File: config.mk
export PLATFORM = sky130hd
export DESIGN_NAME = uart_rx_oversample
export DESIGN_NICKNAME = d
export VERILOG_FILES = /design/src/rtl/uart_pkg.sv /design/src/rtl/uart_os_tick_gen.sv /design/src/rtl/uart_rx_oversample.sv
export SDC_FILE = /design/constraint.sdc
export NUM_CORES = 1
export LEC_CHECK = 0
export CORE_ASPECT_RATIO = 0.8
export CORE_UTILIZATION = 42
export CTS_BUF_LIST = sky130_fd_sc_hd__clkbuf_8
export CTS_CLUSTER_DIAMETER = 150
export CTS_CLUSTER_SIZE = 28
export DETAILED_ROUTE_END_ITERATION = 12
export GPL_ROUTABILITY_DRIVEN = 0
export PLACE_DENSITY_LB_ADDON = 0.08
export SLEW_MARGIN = 20
export SYNTH_ARGS = -nofsm -noshare
export SYNTH_HDL_FRONTEND = slang
export SYNTH_SLANG_ARGS = --single-unit
File: constraint.sdc
create_clock -name wb_clk_i -period 5.7 [get_ports wb_clk_i]
set_clock_uncertainty 0.05 [all_clocks]
set_input_delay 0.855 -clock wb_clk_i [delete_from_list [all_inputs] [get_ports wb_clk_i]]
set_output_delay 0.855 -clock wb_clk_i [all_outputs]
set_load 0.02 [all_outputs]
File: src/rtl/uart_pkg.sv
// Shared definitions for the oversampled UART receive path: state encoding,
// default line constants and the small helpers used to derive bit timing.
package uart_pkg;

  typedef enum logic [2:0] {
    IDLE,
    START,
    DATA,
    STOP,
    BREAK
  } rx_state_t;

  localparam int DEFAULT_CLK_FREQ  = 40_000_000;
  localparam int DEFAULT_BAUD_RATE = 9600;

  function automatic logic maj3(input logic a, input logic b, input logic c);
    return (a & b) | (a & c) | (b & c);
  endfunction

  // Clamped so a very fast line against a slow clock still ticks every cycle
  function automatic int calc_div(input int clk_freq, input int baud_rate,
                                  input int oversample);
    int d;
    d = clk_freq / (baud_rate * oversample);
    return (d < 1) ? 1 : d;
  endfunction

endpackage

File: src/rtl/uart_os_tick_gen.sv
// Oversampling tick generator: one-cycle pulse every DIV clocks while enabled.
// Kept standalone so the oversampled transmitter can reuse it.
module uart_os_tick_gen #(
  parameter int DIV = 1
) (
  input  logic wb_clk_i,
  input  logic wb_rst_i,
  input  logic en_i,
  output logic tick_o
);

  localparam int CW = (DIV > 1) ? $clog2(DIV) : 1;

  logic [CW-1:0] cnt_q;

  // Disabling clears the phase so the next enable starts a fresh tick period
  always_ff @(posedge wb_clk_i or posedge wb_rst_i) begin
    if (wb_rst_i) begin
      cnt_q <= '0;
    end else if (!en_i || cnt_q == CW'(DIV - 1)) begin
      cnt_q <= '0;
    end else begin
      cnt_q <= cnt_q + 1'b1;
    end
  end

  assign tick_o = en_i && (cnt_q == CW'(DIV - 1));

endmodule

File: src/rtl/uart_rx_oversample.sv
// 16x-oversampling UART receiver with 2-of-3 majority bit decisions, a held
// valid/ready output byte, and framing / overrun error pulses.
module uart_rx_oversample
  import uart_pkg::*;
#(
  parameter int CLK_FREQ   = DEFAULT_CLK_FREQ,
  parameter int BAUD_RATE  = DEFAULT_BAUD_RATE,
  parameter int OVERSAMPLE = 16,
  parameter int DATA_BITS  = 8
) (
  input  logic                 wb_clk_i,
  input  logic                 wb_rst_i,
  input  logic                 en_i,
  input  logic                 rx_i,
  output logic [DATA_BITS-1:0] rx_data_o,
  output logic                 rx_valid_o,
  input  logic                 rx_ready_i,
  output logic                 frame_err_o,
  output logic                 overrun_o,
  output logic                 busy_o
);

  localparam int DIV   = calc_div(CLK_FREQ, BAUD_RATE, OVERSAMPLE);
  localparam int M     = OVERSAMPLE / 2;
  localparam int IDX_W = $clog2(OVERSAMPLE);
  localparam int BIT_W = $clog2(DATA_BITS + 1);

  logic [1:0]           sync_q;
  logic                 rx_s;
  logic                 tick;
  rx_state_t            state_q, state_d;
  logic [IDX_W-1:0]     idx_q, idx_d, idx_inc;
  logic [BIT_W-1:0]     bit_cnt_q, bit_cnt_d;
  logic [1:0]           votes_q, votes_d;
  logic [DATA_BITS-1:0] shift_q, shift_d;
  logic                 vote;
  logic                 byte_done;
  logic                 frame_bad;

  // Synchronizer resets to the idle-line level so reset never fakes a start bit
  always_ff @(posedge wb_clk_i or posedge wb_rst_i) begin
    if (wb_rst_i) begin
      sync_q <= 2'b11;
    end else begin
      sync_q <= {sync_q[0], rx_i};
    end
  end

  assign rx_s = sync_q[1];

  uart_os_tick_gen #(
    .DIV(DIV)
  ) u_tick_gen (
    .wb_clk_i(wb_clk_i),
    .wb_rst_i(wb_rst_i),
    .en_i    (en_i),
    .tick_o  (tick)
  );

  always_ff @(posedge wb_clk_i or posedge wb_rst_i) begin
    if (wb_rst_i) begin
      state_q   <= IDLE;
      idx_q     <= '0;
      bit_cnt_q <= '0;
      votes_q   <= '0;
      shift_q   <= '0;
    end else begin
      state_q   <= state_d;
      idx_q     <= idx_d;
      bit_cnt_q <= bit_cnt_d;
      votes_q   <= votes_d;
      shift_q   <= shift_d;
    end
  end

  assign idx_inc = (idx_q == IDX_W'(OVERSAMPLE - 1)) ? '0 : idx_q + 1'b1;
  assign vote    = maj3(votes_q[1], votes_q[0], rx_s);

  // Tick index 0 is the start-detection tick; every bit then spans OVERSAMPLE
  // ticks and is decided at M+1 from the two stored samples plus the live one.
  always_comb begin
    state_d   = state_q;
    idx_d     = idx_q;
    bit_cnt_d = bit_cnt_q;
    votes_d   = votes_q;
    shift_d   = shift_q;
    byte_done = 1'b0;
    frame_bad = 1'b0;
    if (!en_i) begin
      state_d   = IDLE;
      idx_d     = '0;
      bit_cnt_d = '0;
      votes_d   = '0;
      shift_d   = '0;
    end else if (tick) begin
      case (state_q)
        IDLE: begin
          if (!rx_s) begin
            state_d   = START;
            idx_d     = '0;
            bit_cnt_d = '0;
          end
        end
        BREAK: begin
          if (rx_s) state_d = IDLE;
        end
        default: begin
          idx_d = idx_inc;
          if (idx_inc == IDX_W'(M - 1) || idx_inc == IDX_W'(M)) begin
            votes_d = {votes_q[0], rx_s};
          end
          if (idx_inc == IDX_W'(M + 1)) begin
            case (state_q)
              START: state_d = vote ? IDLE : DATA;
              DATA: begin
                shift_d   = {vote, shift_q[DATA_BITS-1:1]};
                bit_cnt_d = bit_cnt_q + 1'b1;
                if (bit_cnt_q == BIT_W'(DATA_BITS - 1)) state_d = STOP;
              end
              STOP: begin
                if (vote) begin
                  state_d   = IDLE;
                  byte_done = 1'b1;
                end else begin
                  state_d   = BREAK;
                  frame_bad = 1'b1;
                end
              end
              default: state_d = IDLE;
            endcase
          end
        end
      endcase
    end
  end

  // A completed byte replaces the held one only if it is being accepted now
  always_ff @(posedge wb_clk_i or posedge wb_rst_i) begin
    if (wb_rst_i) begin
      rx_data_o   <= '0;
      rx_valid_o  <= 1'b0;
      frame_err_o <= 1'b0;
      overrun_o   <= 1'b0;
    end else begin
      frame_err_o <= frame_bad;
      overrun_o   <= 1'b0;
      if (byte_done) begin
        if (rx_valid_o && !rx_ready_i) begin
          overrun_o <= 1'b1;
        end else begin
          rx_data_o  <= shift_q;
          rx_valid_o <= 1'b1;
        end
      end else if (rx_valid_o && rx_ready_i) begin
        rx_valid_o <= 1'b0;
      end
    end
  end

  assign busy_o = (state_q != IDLE);

endmodule

* After elaboration in Yosys (flattened, before gate mapping) *
Cells that the tools add are included.
Widths: inputs -> output; s select.

cells by class
  add/sub/neg operators = 3
  multiply operators = 0
  divide/modulo/power cells = 0
  order comparisons = 0
  equal/unequal tests = 23
  shift operators = 0
  multiplexer cells = 47
  bitwise operators = 6
  reductions and logical operators = 18

operators with widths
  operator             number
  $mux 8               5
  $mux 4               8
  $mux 3               7
  $mux 1               17
  $pmux 4 s2           2
  $eq 4x4->1 const B   3
  $mux 2               5
  $reduce_and 5->1     2
  $add 9x1->9 const B  1
  $eq 9x9->1 const B   1
  $mux 9               1
  $pmux 3 s3           1
  $add 4x1->4 const B  2
  $eq 4x3->1 const B   2
  $ne 2x1->1 const B   4
  $eq 3x2->1 const B   2
  $ne 2x2->1 const B   3
  $ne 3x1->1 const B   2
  $ne 3x3->1 const B   2
  $pmux 3 s2           1
  $reduce_and 3->1     2
  $ne 5x5->1 const B   1
  $ne 4x1->1 const B   1
  $reduce_and 2->1     2
  other kinds (13)     20

word-level totals
  register bits after elaboration = 43
  bits in latches = 0
  memory bits (writable) = 0
  memory bits (read-only) = 0
  input port bits = 5
  output and inout bits = 12
  logic and storage cells = 108
  memories kept = 0

* Logic depth before layout (Yosys ltp) *
Gate-level depths: netlist of the first run.

  depth in word-level cells = 11
  gate-level depth with buffers = 8
  depth with buffers taken out = 7

* Modules after synthesis *
Synthesis of the first run repeated with hierarchy kept, for this count alone.

unflattened totals
  cells, all modules = 198
  area total of the unflattened synthesis = 2167.1 µm²

by module, submodules not included
  module              instances  cells each  area an instance (µm²)  sequential area each (µm²)
  uart_rx_oversample  1          154         1722.9                  853.3
  uart_os_tick_gen    1          44          444.2                   225.2

* Worst setup path after synthesis of the first run *
OpenSTA, ideal clock, no wires.

  kind = reg-to-reg
  from = register idx_q[0]
  to = register rx_data_o[0]
  library setup time = 0.125 ns
  arrival time = 2.201 ns
  data required time = 5.525 ns
  path slack = 3.324 ns
  cell stages (with the launch flop) = 8
  period minus slack after synthesis = 2.376 ns
  path through = dfrtp_1 ha_1 clkbuf_2 nand4bb_1 o21ai_4 nand3_4 nor4b_4 mux2_4

on the way
  longest elaborated chain between the ends = 8
  elaborated cells on any way between the ends = 9

RTL lines
  what                                              line                       text
  start, declared                                   uart_rx_oversample.sv:32   logic [IDX_W-1:0] idx_q, idx_d, idx_inc;
  start signal, assigned                            uart_rx_oversample.sv:69   idx_q <= idx_d;
  $add 4x1->4 / $eq 4x4->1 (equally long branches)  uart_rx_oversample.sv:76   assign idx_inc = (idx_q == IDX_W'(OVERSAMPLE - 1)) ? '0 : idx_q + 1'b1;
  $mux 4 (*)                                        uart_rx_oversample.sv:76
  $eq 4x4->1 (*)                                    uart_rx_oversample.sv:112  if (idx_inc == IDX_W'(M + 1)) begin
  $mux 1 (*)                                        uart_rx_oversample.sv:112
  $mux 1 (*)                                        uart_rx_oversample.sv:96   case (state_q)
  $mux 1 (*)                                        uart_rx_oversample.sv:95   end else if (tick) begin
  $mux 1 (*)                                        uart_rx_oversample.sv:89   if (!en_i) begin
  $reduce_and 2->1 (no line) (*)                    -
  end signal, assigned                              uart_rx_oversample.sv:151  rx_data_o <= shift_q;
  end, declared                                     uart_rx_oversample.sv:15   output logic [DATA_BITS-1:0] rx_data_o,

Mark *: on every way between the ends. The rest lies on a longest branch, timed or not.
A chain may end at the register's enable or synchronous reset.

* Final worst setup path of the first run *
  from = input port en_i
  to = register rx_data_o[7]

on the way
  longest elaborated chain between the ends = 4

RTL lines
  what                            line                      text
  start, declared                 uart_rx_oversample.sv:13  input logic en_i,
  $logic_and 1x1->1               uart_os_tick_gen.sv:27    assign tick_o = en_i && (cnt_q == CW'(DIV - 1));
  $mux 1                          uart_rx_oversample.sv:95
  $mux 1 (*)                      uart_rx_oversample.sv:89
  $reduce_and 2->1 (no line) (*)  -

Marked as above.

==> metrics.cfg, run 1 <==
[synth]
avgSynthCellArea_um2=11.48
async_reset_ff_share_pct=100.0
ys_top_cells_by_count=dfrtp_1, nor2_1, nand2_1
synthTopCellsByArea=dfrtp_1, mux2_4, a22o_1
synth_fp_nets=202
synth_cells=191
synth-edff-count=0
ys.flop_type=dfrtp_1
ys_seq_elements=43
yosysSeqAreaShare_pct=49.17
yosys.area.top_type=dfrtp_1
ys_types=51
yosys_warnings=0
synth_top_area_share_pct=46.78
synth.most_common_cell=dfrtp_1
syn_area_um2=2193

[cells_and_area]
drive_gt1_share_pct=15.38
fillers=456
num-nets-final=219
n_antenna_cell=0
area_delta_synth_final_pct=14.38

[clock_tree]
cts_inserted_buffers=5
cts_resized=0
clk_pin_slew_ns=0.07
postCtsHoldBufs=0
clock_latency_ns=0.29
cts_sinks=43
postCtsSetupBuffers=0
htree_levels=2
root_buffer=clkbuf_8
cts_buffer_depth=2
cts_tree=built

[die]
coreArea_um2=5007
die_h_um=66.64
die_area_um2=5517
placementRows=23
io_pins=17
die_w_um=82.80
start_util_pct=43.80

[route]
vias=1481
vias_per_cell=5.485
drcViolationCount=0
antenna_left=0
first_iter_violations=55
wire_per_inst_um=14.43
drt_pass1_iterations=4
routed_wl_um=3896

[run_status]
status=finished clean

[setup_path]
crit_path_end_kind=register
critPathMaxFanout=18
path_class=in -> reg
critPathLaunchType=primary input
arrival_ns=2.98
required_ns=5.83

[global_routing]
grt_max_degree=44
grt_pass1_vias=1366
grt_antenna_before_repair=0
overflow=0
grtUsageTotal_pct=15.97
grt_first_pass_wirelength_um=6472

[sta]
worst_pin_slew_ns=0.7918
fin_crit_sh_pct=50.12
setup_viol=0
finalWorstSetupSlack_ns=2.843
grt_setup_unrepaired=no
drv_slew=0
relSlewSlack_pct=46.99
max_freq_mhz=350.0
period_needed_ns=2.857
setup_tns_ns=0
hold_slack_ns=0.3095
hold_viol=0

[min_path]
holdCritPathClass=reg -> reg

[place]
port_buffers=16
dp_slack_ns=2.526
dp_hpwl_um=2761

[power_and_ir_drop]
p_leak_nw=1.117
p_per_area_nw_per_um2=260.3
ir_worst_vdd_uv=155.5

[run]
drv_cap=0

-- power by group --
group	switching (mW)	leakage [nW]	internal, mW
registers	0.0176	0.589	0.314
clock network	0.0967	0.0554	0.127
logic	0.0558	0.473	0.0420
-- flip-flops by register name (all words and copies together), names as in the netlist --
name	flops
u_tick_gen.cnt_q	9
rx_data_o	8
shift_q	8
bit_cnt_q	4
idx_q	4
state_q	3
sync_q	2
votes_q	2
frame_err_o	1
overrun_o	1
rx_valid_o	1
-- cell families after synthesis --
group                    Yosys count  synth area share (%)
AND/OR/NAND/NOR                   74                 21.16
flip-flops                        43                 49.17
AO/OA/AOI/OAI                     34                 12.44
buffers and inverters             12                 2.338
multiplexers                      12                 7.416
XOR/XNOR                           9                 3.594
adder cells (fa/ha/maj)            7                 3.879
-- layout make-up --
| class | instances | area [um2] | area share [%] |
|---|---|---|---|
| repair buffers | 17 | 167.7 | 6.683 |
| inverters | 5 | 18.77 | 0.7481 |
| clock inverters | 2 | 33.78 | 1.347 |
| multi-input cells | 136 | 1064 | 42.39 |
| clock buffers | 5 | 68.82 | 2.743 |
| flip-flops and latches | 43 | 1079 | 42.99 |
| well taps | 62 | 77.57 | 3.092 |
-- stage by stage --
stage                     area (um2)  total power [mW]  cells  utilization (%)
after floorplan                 2193            0.4076    191                -
after global placement          2406            0.4349    263            48.05
after detailed placement        2406            0.4366    263            48.05
after CTS                       2509            0.6631    270            50.10
after global routing            2509            0.6887    270            50.10
final                           2509            0.6529    270            50.10
-- layer usage --
layer,track usage (%),wire (um),vias up
li1,-,-,719
met1,22.23,1933,721
met2,23.67,1750,34
met3,4.521,164,7
met4,5.172,47,0
met5,0,0,-
-- worst max-delay path, cell delays in order --
cell	delay [ns]
clkdlybuf4s50_1	0.81
nand3b_1	0.24
nor4b_4	0.72
mux2_4	0.35
-- cell usage in the layout, fill, tap and decap left out, drive strengths merged, types with 7 or more instances in the layout --
cell type      instances
dfrtp                 41
nor2                  19
clkdlybuf4s50         16
nand2                 11
mux2                  10
a22o                   9
nand3                  8
xor2                   7
o21ai                  7
-- final timing paths --
check | startpoint | to | slack, ns | cells after the start
max reg2reg | idx_q[1]$_DFFE_PP0P_ | rx_data_o[7]$_DFFE_PP0P_ | 3.04 | 6
min | sync_q[0]$_DFF_PP1_ | sync_q[1]$_DFF_PP1_ | 0.31 | 0
max | en_i | rx_data_o[7]$_DFFE_PP0P_ | 2.84 | 4
max in group asynchronous | wb_rst_i | sync_q[1]$_DFF_PP1_ | 4.26 | 3
min in group asynchronous | wb_rst_i | bit_cnt_q[2]$_DFFE_PP0P_ | 0.97 | 3
min reg2reg | sync_q[0]$_DFF_PP1_ | sync_q[1]$_DFF_PP1_ | 0.31 | 0
No activity file was read; power rests on OpenSTA's default activity.
==> inputs of run 2 (changes only) <==
==> constraint.sdc (replaced) <==
create_clock -name wb_clk_i -period 2.31 [get_ports wb_clk_i]
set_clock_uncertainty 0.05 [all_clocks]
set_input_delay 0.3465 -clock wb_clk_i [delete_from_list [all_inputs] [get_ports wb_clk_i]]
set_output_delay 0.3465 -clock wb_clk_i [all_outputs]
set_load 0.02 [all_outputs]
==> metrics.cfg, run 2 (synthesized netlist as in run 1, its figures left out) <==
[clock_tree]
clk_pin_slew_ns=0.08
cts_buffer_depth=2
root_buffer=clkbuf_8
postCtsHoldBufs=0
clock_latency_ns=0.29
htree_levels=2
cts_sinks=43
cts_resized=0
cts_tree=built
cts_inserted_buffers=5
postCtsSetupBuffers=0

[global_routing]
grtUsageTotal_pct=15.77
grt_first_pass_wirelength_um=6410
grt_max_degree=44
overflow=0
grt_pass1_vias=1396
grt_antenna_before_repair=0

[sta]
setup_tns_ns=0
grt_setup_unrepaired=no
fin_crit_sh_pct=96.23
worst_pin_slew_ns=0.5410
hold_viol=0
setup_viol=0
drv_slew=0
period_needed_ns=2.223
max_freq_mhz=449.8
relSlewSlack_pct=63.93

[route]
drt_pass1_iterations=4
routed_wl_um=4026
vias_per_cell=5.495
first_iter_violations=66
antenna_left=0
vias=1522
wire_per_inst_um=14.53
drcViolationCount=0

[place]
dp_hpwl_um=2806
dp_cells=269
port_buffers=16

[cells_and_area]
largest_register_ffs=9
num-nets-final=225
area_delta_synth_final_pct=17.06
top_regs=u_tick_gen.cnt_q (9), rx_data_o (8), shift_q (8)
layout_common_cells=dfrtp_1, nor2_1, clkdlybuf4s50_1
top_register=u_tick_gen.cnt_q
drive_gt1_share_pct=19.07
mostFrequentLayoutCell=dfrtp_1
post-route-util_pct=51.27
n_antenna_cell=0
instances_no_fill=277

[die]
start_util_pct=43.80
die_h_um=66.64
die_w_um=82.80
die_area_um2=5517
io_pins=17
placementRows=23
coreArea_um2=5007

[run]
drv_cap=0

[setup_path]
critPathLaunch=state_q[1]$_DFFE_PP0P_
cp-endpoint=busy_o
r2r_end=rx_data_o[1]$_DFFE_PP0P_
required_ns=1.91
rrSetupSlack_ns=0.13
reg2reg_depth=7
critPathLaunchType=register
crit_path_end_kind=output pin
arrival_ns=1.83
critPathMaxFanout=11
r2r-start=idx_q[0]$_DFFE_PP0P_
path_class=reg -> out

[power_and_ir_drop]
p_leak_nw=1.147
ir_worst_vdd_uv=338.0
p_per_area_nw_per_um2=593.7

[min_path]
holdCritPathClass=reg -> reg

[run_status]
status=finished clean

-- run 2: cell count changes in the layout (fill, tap and decap cells not counted) --
| cell | previous run | this run |
|---|---|---|
| dfrtp_2 | 0 | 1 |
| nor3_1 | 2 | 1 |
| dfrtp_1 | 41 | 40 |
| clkinv_2 | 0 | 1 |
| nor3_2 | 0 | 1 |
| bufinv_16 | 1 | 0 |
| inv_1 | 6 | 7 |
| buf_12 | 0 | 1 |
| buf_4 | 1 | 6 |
| nand4bb_1 | 1 | 0 |
| nand4bb_4 | 0 | 1 |
-- run 2: how the worst min path moves through the flow --
stage                        startpoint             endpoint  slack (ns)  depth (start not counted)
finish              sync_q[0]$_DFF_PP1_  sync_q[1]$_DFF_PP1_        0.31                          0
global placement    sync_q[0]$_DFF_PP1_  sync_q[1]$_DFF_PP1_        0.30                          0
floorplan           sync_q[0]$_DFF_PP1_  sync_q[1]$_DFF_PP1_        0.30                          0
detailed placement  sync_q[0]$_DFF_PP1_  sync_q[1]$_DFF_PP1_        0.30                          0
CTS                 sync_q[0]$_DFF_PP1_  sync_q[1]$_DFF_PP1_        0.32                          0
global route        sync_q[0]$_DFF_PP1_  sync_q[1]$_DFF_PP1_        0.32                          0
-- run 2: layout make-up --
| cell class | instances | area, um2 |
|---|---|---|
| tap | 62 | 77.57 |
| multi-input combinational | 136 | 1085 |
| timing repair buffer | 23 | 225.2 |
| fill | 459 | 2440 |
| sequential | 43 | 1080 |
| inverter | 5 | 18.77 |
| clock inverter | 3 | 12.51 |
| clock buffer | 5 | 68.82 |
-- run 2: where the power goes --
group	switching, mW	total, mW	internal [mW]	leakage, nW
Sequential	0.0446	0.821	0.776	0.588
Clock	0.246	0.449	0.203	0.0505
Combinational	0.146	0.254	0.109	0.509
-- run 2: stage by stage --
stage	power, mW	hold WS [ns]	instance area [um2]	worst slack [ns]
detailed placement	1.085	0.3040	2480	0.03335
finish	1.524	0.3114	2567	0.08699
CTS	1.545	0.3154	2561	0.03570
floorplan	1.006	0.2952	2210	0.04296
global route	1.609	0.3174	2567	0.01228
global placement	1.081	0.2991	2480	0.1512
-- run 2: critical path, stage by stage (launching register included) --
cell and delay (ns):
dfrtp_2 0.50, or3_1 0.47, clkdlybuf4s50_1 0.57
-- run 2: routing by layer --
metal / share of wire [%] / GRT usage [%] / vias to the layer above
met5: 0 / 0 / -
met4: 1.4 / 5.603 / 0
met3: 3.5 / 4.384 / 8
met2: 44 / 22.85 / 31
met1: 51 / 22.28 / 756
li1: - / - / 727
